File: config.mk
export PLATFORM = sky130hd
export DESIGN_NAME = instr_fetch
export DESIGN_NICKNAME = d
export VERILOG_FILES = /design/src/rtl/instr_fetch_pkg.sv /design/src/rtl/ifu_skid_buffer.sv /design/src/rtl/instr_fetch.sv
export SDC_FILE = /design/constraint.sdc
export NUM_CORES = 1
export LEC_CHECK = 0
export ABC_AREA = 1
export BUFFER_PORTS_ARGS = -buffer_cell sky130_fd_sc_hd__buf_4
export CAP_MARGIN = 15
export CORE_AREA = 10 10 123 148
export CTS_BUF_LIST = sky130_fd_sc_hd__clkbuf_4 sky130_fd_sc_hd__clkbuf_8 sky130_fd_sc_hd__clkbuf_16
export CTS_CLUSTER_SIZE = 8
export DETAILED_ROUTE_END_ITERATION = 12
export DIE_AREA = 0 0 133 158
export GPL_TIMING_DRIVEN = 0
export PLACE_DENSITY = 0.84
export SLEW_MARGIN = 20
export SYNTH_ARGS = -nofsm -noshare
export SYNTH_HDL_FRONTEND = slang
export SYNTH_SLANG_ARGS = --single-unit
File: constraint.sdc
create_clock -name clk -period 3.1 [get_ports clk]
set_input_delay 0 -clock clk [delete_from_list [all_inputs] [get_ports clk]]
set_output_delay 0 -clock clk [all_outputs]
set_load 0.05 [all_outputs]
File: src/rtl/instr_fetch_pkg.sv
// Shared types and constants for the instruction fetch stage.
// Holds the FSM encoding, the fetch payload struct and reset/NOP constants.
package instr_fetch_pkg;

    localparam logic [31:0] CORE_NOP             = 32'h0000_0013;
    localparam logic [31:0] RESET_VECTOR_DEFAULT = 32'h0000_0000;
    localparam logic [31:0] PC_STEP              = 32'h0000_0004;

    typedef enum logic [1:0] {
        IF_STATE_IDLE  = 2'd0,
        IF_STATE_WAIT  = 2'd1,
        IF_STATE_FLUSH = 2'd2
    } if_state_e;

    typedef struct packed {
        logic [31:0] instr;
        logic [31:0] pc;
        logic        exc;
    } fetch_t;

    localparam fetch_t FETCH_RESET = '{instr: CORE_NOP, pc: 32'h0, exc: 1'b0};

    function automatic logic [31:0] word_align(input logic [31:0] addr);
        return addr & 32'hFFFF_FFFC;
    endfunction

endpackage

File: src/rtl/ifu_skid_buffer.sv
// Output register plus one-entry skid buffer between fetch and decode.
// Latency: a word presented in cycle N is visible on out_* in cycle N+1.
// Backpressure: out_* hold under stall; one arriving word parks in the skid entry.
module ifu_skid_buffer
    import instr_fetch_pkg::*;
(
    input  logic   clk_i,
    input  logic   rst_i,
    input  logic   in_vld_i,
    input  fetch_t in_dat_i,
    input  logic   flush_i,
    input  logic   stall_i,
    output logic   out_vld_o,
    output fetch_t out_dat_o,
    output logic   skid_vld_o
);

    logic   out_vld_q, out_vld_d;
    fetch_t out_dat_q, out_dat_d;
    logic   skid_vld_q, skid_vld_d;
    fetch_t skid_dat_q, skid_dat_d;

    always_comb begin
        out_vld_d  = out_vld_q;
        out_dat_d  = out_dat_q;
        skid_vld_d = skid_vld_q;
        skid_dat_d = skid_dat_q;
        // A flush may carry a word of its own (the misalignment exception).
        if (flush_i) begin
            skid_vld_d = 1'b0;
            out_vld_d  = in_vld_i;
            if (in_vld_i) begin
                out_dat_d = in_dat_i;
            end
        end else if (!out_vld_q || !stall_i) begin
            if (skid_vld_q) begin
                out_vld_d  = 1'b1;
                out_dat_d  = skid_dat_q;
                skid_vld_d = in_vld_i;
                if (in_vld_i) begin
                    skid_dat_d = in_dat_i;
                end
            end else begin
                out_vld_d = in_vld_i;
                if (in_vld_i) begin
                    out_dat_d = in_dat_i;
                end
            end
        end else if (in_vld_i) begin
            skid_vld_d = 1'b1;
            skid_dat_d = in_dat_i;
        end
    end

    always_ff @(posedge clk_i) begin
        if (rst_i) begin
            out_vld_q  <= 1'b0;
            out_dat_q  <= FETCH_RESET;
            skid_vld_q <= 1'b0;
            skid_dat_q <= FETCH_RESET;
        end else begin
            out_vld_q  <= out_vld_d;
            out_dat_q  <= out_dat_d;
            skid_vld_q <= skid_vld_d;
            skid_dat_q <= skid_dat_d;
        end
    end

    assign out_vld_o  = out_vld_q;
    assign out_dat_o  = out_dat_q;
    assign skid_vld_o = skid_vld_q;

endmodule

File: src/rtl/instr_fetch.sv
// Instruction fetch: owns the PC, one outstanding ibus read, skid-buffered ID handoff.
// Latency: rvalid in cycle N gives if_valid in cycle N+1; redirect flushes in one cycle.
// Backpressure: id_stall holds if_*; no request is issued once the skid entry is in use.
// Optional IF_MISALIGN_EXC_EN: misaligned redirects raise if_exc_misalign and halt fetch.
module instr_fetch
    import instr_fetch_pkg::*;
#(
    parameter logic [31:0] RESET_VECTOR = RESET_VECTOR_DEFAULT
) (
    input  logic        clk,
    input  logic        rst,
    output logic        ibus_req,
    output logic [31:0] ibus_addr,
    input  logic        ibus_gnt,
    input  logic        ibus_rvalid,
    input  logic [31:0] ibus_rdata,
    input  logic        redirect,
    input  logic [31:0] redirect_pc,
    input  logic        id_stall,
    output logic        if_valid,
    output logic [31:0] if_instr,
    output logic [31:0] if_pc,
    output logic        if_exc_misalign
);

    if_state_e   state_q, state_d;
    logic [31:0] pc_q, pc_d;
    logic [31:0] req_pc_q, req_pc_d;
    logic        halt_q, halt_d;

    logic [31:0] redir_tgt;
    logic        mis_redir;
    logic        deliver;
    logic        skid_fill;
    logic        slot_free;
    logic        gnt_ok;
    logic        skid_vld;
    logic        buf_in_vld;
    fetch_t      buf_in_dat;
    fetch_t      buf_out_dat;

`ifdef IF_MISALIGN_EXC_EN
    assign mis_redir = redirect && (redirect_pc[1:0] != 2'b00);
`else
    assign mis_redir = 1'b0;
`endif

    always_comb begin
        redir_tgt = word_align(redirect_pc);
        deliver   = (state_q == IF_STATE_WAIT) && ibus_rvalid && !redirect;
        // A word about to park in the skid entry must not have a successor in flight.
        skid_fill = deliver && if_valid && id_stall;
        slot_free = (state_q == IF_STATE_IDLE) ||
                    (((state_q == IF_STATE_WAIT) || (state_q == IF_STATE_FLUSH)) && ibus_rvalid);
        ibus_req  = slot_free && !skid_vld && !skid_fill && !mis_redir && !(halt_q && !redirect);
        ibus_addr = redirect ? redir_tgt : pc_q;
        gnt_ok    = ibus_req && ibus_gnt;
    end

    always_comb begin
        state_d  = state_q;
        pc_d     = pc_q;
        req_pc_d = req_pc_q;
        halt_d   = halt_q;
        if (redirect) begin
            pc_d   = redir_tgt;
            halt_d = mis_redir;
        end
        case (state_q)
            IF_STATE_IDLE:  state_d = IF_STATE_IDLE;
            IF_STATE_WAIT: begin
                if (ibus_rvalid) begin
                    state_d = IF_STATE_IDLE;
                end else if (redirect) begin
                    state_d = IF_STATE_FLUSH;
                end
            end
            IF_STATE_FLUSH: begin
                if (ibus_rvalid) begin
                    state_d = IF_STATE_IDLE;
                end
            end
            default:        state_d = IF_STATE_IDLE;
        endcase
        if (gnt_ok) begin
            state_d  = IF_STATE_WAIT;
            req_pc_d = ibus_addr;
            pc_d     = ibus_addr + PC_STEP;
        end
    end

    always_ff @(posedge clk) begin
        if (rst) begin
            state_q  <= IF_STATE_IDLE;
            pc_q     <= RESET_VECTOR;
            req_pc_q <= RESET_VECTOR;
            halt_q   <= 1'b0;
        end else begin
            state_q  <= state_d;
            pc_q     <= pc_d;
            req_pc_q <= req_pc_d;
            halt_q   <= halt_d;
        end
    end

    always_comb begin
        buf_in_vld = deliver || mis_redir;
        if (mis_redir) begin
            buf_in_dat = '{instr: CORE_NOP, pc: redirect_pc, exc: 1'b1};
        end else begin
            buf_in_dat = '{instr: ibus_rdata, pc: req_pc_q, exc: 1'b0};
        end
    end

    ifu_skid_buffer u_skid (
        .clk_i      (clk),
        .rst_i      (rst),
        .in_vld_i   (buf_in_vld),
        .in_dat_i   (buf_in_dat),
        .flush_i    (redirect),
        .stall_i    (id_stall),
        .out_vld_o  (if_valid),
        .out_dat_o  (buf_out_dat),
        .skid_vld_o (skid_vld)
    );

    assign if_instr        = buf_out_dat.instr;
    assign if_pc           = buf_out_dat.pc;
    assign if_exc_misalign = if_valid && buf_out_dat.exc;

endmodule

Yosys cells after proc, flatten, opt, wreduce, memory -nomap -nowiden
Index checks and enable logic that the tools add are counted.
{"block": "word_totals", "regBits": 198, "out_inout_bits": 99, "wordCells": 66}
{"block": "op_classes", "add_sub_neg": 1, "n_eq_ne": 7, "mux": 20, "n_bitwise": 1, "n_reduce_logical": 25}
{"operator": "$mux W65", "count": 7}
{"operator": "$mux W32", "count": 2}
{"operator": "$add A32 B3 Y32 const B", "count": 1}
{"operator": "$logic_and A1 B1 Y1", "count": 9}
{"operator": "$mux W1", "count": 7}
{"operator": "$mux W2", "count": 3}
{"operator": "$ne A3 B3 Y1 const B", "count": 2}
{"operator": "$reduce_and A2 Y1", "count": 3}
{"operator": "$logic_not A1 Y1", "count": 5}
{"operator": "$ne A4 B4 Y1 const B", "count": 1}
{"operator": "$pmux W2 S2", "count": 1}
{"operator": "$reduce_bool A2 Y1", "count": 2}
{"operator": "$reduce_or A2 Y1", "count": 2}
{"operator": "$logic_or A1 B1 Y1", "count": 3}
{"operator": "$eq A2 B1 Y1 const B", "count": 1}
{"operator": "$eq A2 B2 Y1 const B", "count": 1}
{"operator": "$logic_not A2 Y1", "count": 1}
{"operator": "$ne A2 B1 Y1 const B", "count": 1}
{"operator": "$ne A2 B2 Y1 const B", "count": 1}
{"operator": "$not A1 Y1", "count": 1}

Longest topological paths before layout
{"block": "depth", "ltp_word": 10, "depth_mapped": 14, "ltp_nobuf": 14}

Cells and area by module
From an unflattened synthesis, not the netlist that was laid out.
{"block": "hier_totals", "cells_unflattened": 1607, "area_unflattened_um2": 10197.3}
{"module": "ifu_skid_buffer", "instances": 1, "cells_per_inst": 1068, "area_each_um2": 6703.9, "seq_area_each_um2": 2642.5}
{"module": "instr_fetch", "instances": 1, "cells_per_inst": 539, "area_each_um2": 3493.4, "seq_area_each_um2": 1321.3}

Least setup slack after synthesis
Ideal clock, no wire load.
{"block": "synth_path", "kind": "reg-to-reg", "start": "register pc_q[23]", "end": "register pc_q[29]", "setup_ns": 0.110, "arrival_ns": 2.223, "t_required_ns": 2.990, "path_slack_ns": 0.767, "path_stages_with_launch": 9, "cell_sequence": "dfxtp_1 > inv_1 > o21ai_0 > nand2_1 > nor2_1 > and2_1 > nand4_1 > nand2_1 > nor2_1"}
{"block": "synth_via", "elab_chain_cells": 3}
{"element": "from (decl)", "line": "instr_fetch.sv:27", "source": "logic [31:0] pc_q, pc_d;"}
{"element": "from (signal assigned)", "line": "instr_fetch.sv:100", "source": "pc_q <= pc_d;"}
{"element": "$mux W32", "line": "instr_fetch.sv:56", "source": "ibus_addr = redirect ? redir_tgt : pc_q;"}
{"element": "named net ibus_addr[23]", "line": "instr_fetch.sv:13", "source": "output logic [31:0] ibus_addr,"}
{"element": "$add A32 B3 Y32", "line": "instr_fetch.sv:88", "source": "pc_d = ibus_addr + PC_STEP;"}
{"element": "$mux W32", "line": "instr_fetch.sv:85", "source": "if (gnt_ok) begin"}
The timed path passes the listed nets, and every way through them passes these cells.
A chain may end at the register's enable or synchronous reset.

Worst setup path in the final report
{"block": "layout_path", "start": "register state_q[1]", "end": "register u_skid.skid_dat_q[56] (netlist bit)"}
{"block": "layout_via", "elab_chain_cells": 6}
{"element": "from (decl)", "line": "instr_fetch.sv:26", "source": "if_state_e state_q, state_d;"}
{"element": "from (signal assigned)", "line": "instr_fetch.sv:99", "source": "state_q <= state_d;"}
{"element": "$eq A2 B1 Y1 (*)", "line": "instr_fetch.sv:50", "source": "deliver = (state_q == IF_STATE_WAIT) && ibus_rvalid && !redirect;"}
{"element": "$logic_and A1 B1 Y1 (*) (2 in series)", "line": "instr_fetch.sv:50"}
{"element": "$mux W65 (*)"}
{"element": "$mux W65"}
{"element": "$mux W65 (*)"}
{"element": "to (signal assigned)", "line": "ifu_skid_buffer.sv:65", "source": "skid_dat_q <= skid_dat_d;"}
{"element": "to (decl)", "line": "ifu_skid_buffer.sv:21", "source": "fetch_t skid_dat_q, skid_dat_d;"}
Mark *: on every way between the ends. The rest lies on a longest branch, timed or not. The select of a mux whose other input is x is not followed.

==> impl_metrics.py <==
metrics = {
    "outcome": {
        "outcome": "completed",
    },
    "placement": {
        "place_congestion": 0.962,
        "place_inst": 1625,
        "dpl_cell_area_um2": 10500,
        "dp_hpwl_um": 20600,
        "place_ws_ns": 0.651,
        "numPortBuffers": 166,
    },
    "power_and_ir_drop": {
        "leakagePower_nw": 5.20,
        "power_density_nw_per_um2": 512,
        "peakVddDrop_uv": 300,
        "power_mw": 5.90,
    },
    "route": {
        "drc": 0,
        "wl_per_cell_um": 17.0,
        "ant_nets": 0,
        "firstDrtPassIters": 6,
        "drt-initial-drc-count": 728,
        "vias": 9119,
        "vias_per_cell": 5.38,
        "wirelength_um": 28700,
    },
    "hold_path": {
        "min_to": "req_pc_q[23]$_SDFFE_PP0N_",
        "hp-class": "in -> reg",
        "whs_path_depth": 5,
        "hold_start": "redirect_pc[23]",
    },
    "sta": {
        "fin_skew_ns": 0.00731,
        "layout_min_cycle_time_ns": 2.52,
        "rsz0062_at_grt": "no",
        "hold_violations": 0,
        "fin_crit_sh_pct": 81.4,
        "fin_ws_ns": 0.577,
        "worst_pin_slew_ns": 0.758,
        "setup_tns_ns": 0,
        "fmax_mhz": 396,
        "setup_viol": 0,
        "slew_headroom_pct": 49.5,
        "whs_ns": 0.0133,
        "drv_slew": 0,
    },
    "die": {
        "dieArea_um2": 21000,
        "fp.dieH_um": 158,
        "core-area_um2": 15300,
        "start_util_pct": 58.9,
        "io_pins": 169,
        "die_w_um": 133,
        "fp-row-count": 50,
    },
    "yosys": {
        "ys_ff_latch": 197,
        "synth.largest_area_cell": "dfxtp_1",
        "async_reset_ff_share_pct": 0,
        "syn_nets": 1325,
        "synth-edff-count": 0,
        "syn-instance-count": 1251,
        "synth_top_area_share_pct": 43.7,
        "ys_seq_area_share_pct": 43.7,
        "ys.flop_type": "dfxtp_1",
        "ys_warn_count": 0,
        "avgSynthCellArea_um2": 7.22,
        "synthTopCellsByArea": "dfxtp_1 (44%), nand2_1 (11%), o21ai_0 (8.8%)",
        "synth_cell_types": 38,
        "synth_area_um2": 9030,
    },
    "setup_path": {
        "start_kind": "flip-flop",
        "critPathSlowestCell": "o21ai_1",
        "cp_top_family": "buffers and inverters",
        "critPathCaptureType": "flip-flop",
        "path_max_fanout": 10,
        "crit_path_frequent_cell": "clkbuf_1",
        "reg2regPathDepth": 8,
        "r2r-end": "u_skid.skid_dat_q[56]$_SDFFE_PP0P_",
        "crit_start": "state_q[1]$_SDFFE_PP0P_",
        "crit_buf_inv": 3,
        "r2r_slack_ns": 0.58,
        "critPathKind": "reg -> reg",
        "reg2reg_from": "state_q[1]$_SDFFE_PP0P_",
        "critPathMaxStageDelay_ns": 0.41,
        "crit_required_ns": 3.44,
        "critical_path_arrival_ns": 2.87,
        "path_cells": "inv_1 -> ha_1 -> nand2_1 -> nor2_1 -> o21ai_1 -> clkbuf_1 -> clkbuf_1 -> a211oi_1",
    },
    "grt": {
        "grt_max_degree": 17,
        "grt-ovfl-total": 0,
        "antenna_found_initial": 0,
        "grt_pass1_vias": 8948,
        "track_usage_pct": 26.4,
        "grt_first_pass_wirelength_um": 45000,
    },
    "layout": {
        "nFillCells": 1213,
        "area_growth_pct": 27.7,
        "antennaDiodeCount": 0,
        "fin_cells": 1694,
        "final_design_area_no_fill_um2": 11500,
        "drive_gt1_share_pct": 20.9,
        "postLayoutCoreUtil_pct": 75.2,
        "final_nets": 1547,
    },
    "clock_tree": {
        "htreeDepth": 4,
        "cts_resized": 0,
        "clockBufferDepth": 2,
        "cts-root-buf": "clkbuf_16",
        "clkLatencyLatePin_ns": 0.44,
        "numCtsBuffers": 17,
        "cts_tree": "yes",
        "numClockSinks": 197,
        "clk_pin_slew_ns": 0.07,
    },
    "job": {
        "maxCapViolCount": 0,
    },
}
-- per-layer routing --
layer / wire (µm) / GRT usage [%]
met3: 2270 / 6.47
met5: 0 / 0
met4: 887 / 11.8
met1: 11300 / 29.3
met2: 14300 / 47.0
-- report_power, final --
group,internal (mW),switching (mW),leakage (nW),total (mW)
Combinational,0.310,0.601,3.30,0.911
Clock,1.35,0.988,0.303,2.33
Sequential,2.61,0.0417,1.60,2.65
Total,4.27,1.63,5.20,5.90
-- synthesized netlist by cell type (2+ instances only) --
cell type / number
a31oi_1: 3
buf_1: 2
nand2_2: 2
ha_1: 4
buf_2: 19
a21oi_1: 126
inv_2: 3
clkbuf_1: 49
nor2_1: 109
o21ai_1: 5
nand3_1: 20
nand4_1: 5
nor2_2: 4
buf_4: 67
nor3_1: 9
nand2_1: 261
nand3b_1: 2
nor3_2: 2
dfxtp_1: 197
buf_6: 4
o21ai_0: 158
and2_1: 3
o21ai_2: 3
a211oi_1: 44
mux2i_1: 7
o211ai_1: 6
inv_1: 126
-- cells in the final DEF (no fill, tap or decap), types with 2 or more instances in the layout --
cell,Yosys,final
nand2_1,261,261
buf_6,4,4
and2_1,3,3
clkinv_2,0,3
nor2_2,4,4
buf_1,2,2
ha_1,4,4
inv_6,0,2
mux2i_1,7,7
clkbuf_16,0,17
a21oi_1,126,126
nor2_1,109,109
clkbuf_8,0,3
nand3_1,20,20
o21ai_1,5,5
dlygate4sd3_1,0,37
o21ai_0,158,158
o211ai_1,6,6
dfxtp_1,197,197
inv_1,126,126
o21ai_2,3,3
nand3b_1,2,2
clkinvlp_4,0,2
inv_2,3,3
nand4_1,5,5
bufinv_16,0,3
clkbuf_1,49,49
nor3_1,9,9
nor3_2,2,2
a211oi_1,44,44
buf_2,19,19
nand2_2,2,2
a31oi_1,3,3
buf_4,67,233
-- flip-flops by register name (all words and copies together) (netlist names) --
register and count:
u_skid.out_dat_o 65, u_skid.out_vld_o 1, req_pc_q 32, pc_q 32, u_skid.skid_dat_q 64, u_skid.skid_vld_o 1
state_q 2
-- worst max-delay path by stage --
stage / slack, ns / to / cells past startpoint
floorplan: 0.77 / pc_q[29]$_SDFF_PP0_ / 8
finish: 0.58 / u_skid.skid_dat_q[56]$_SDFFE_PP0P_ / 8
global route: 0.40 / u_skid.skid_dat_q[56]$_SDFFE_PP0P_ / 8
detailed placement: 0.65 / u_skid.skid_dat_q[56]$_SDFFE_PP0P_ / 8
CTS: 0.61 / u_skid.skid_dat_q[53]$_SDFFE_PP0P_ / 8
global placement: 0.73 / u_skid.skid_dat_q[59]$_SDFFE_PP0P_ / 8
-- cell families (layout without fill, tap and decap cells) --
logic type / count (synthesis) / count (layout) / share of synthesized area, %
mux: 7 / 7 / 0.776
compound gates: 349 / 349 / 21.2
simple gates: 423 / 423 / 19.0
flops: 197 / 197 / 43.7
buf+inv: 271 / 506 / 14.8
fa+ha+maj: 4 / 4 / 0.554
-- timing repair --
action,in CTS,in global routing
buffers inserted,0,0
hold buffers,37,0
endpoints found under the hold margin,70,0
-- layout make-up --
type | instances | area, µm² | share of cell area [%]
timing repair buffer | 203 | 1620 | 14.0
inverter | 129 | 484 | 4.20
buffer | 142 | 850 | 7.37
tap | 208 | 260 | 2.26
sequential | 197 | 3940 | 34.2
multi-input combinational | 783 | 3750 | 32.6
clock buffer | 21 | 474 | 4.11
clock inverter | 11 | 146 | 1.27
-- tightest hold or removal path: stages --
cell,delay (ns)
buf_4,0.08
inv_1,0.03
nand2_1,0.05
nand2_1,0.11
a21oi_1,0.14
(Power assumes the default switching activity.)
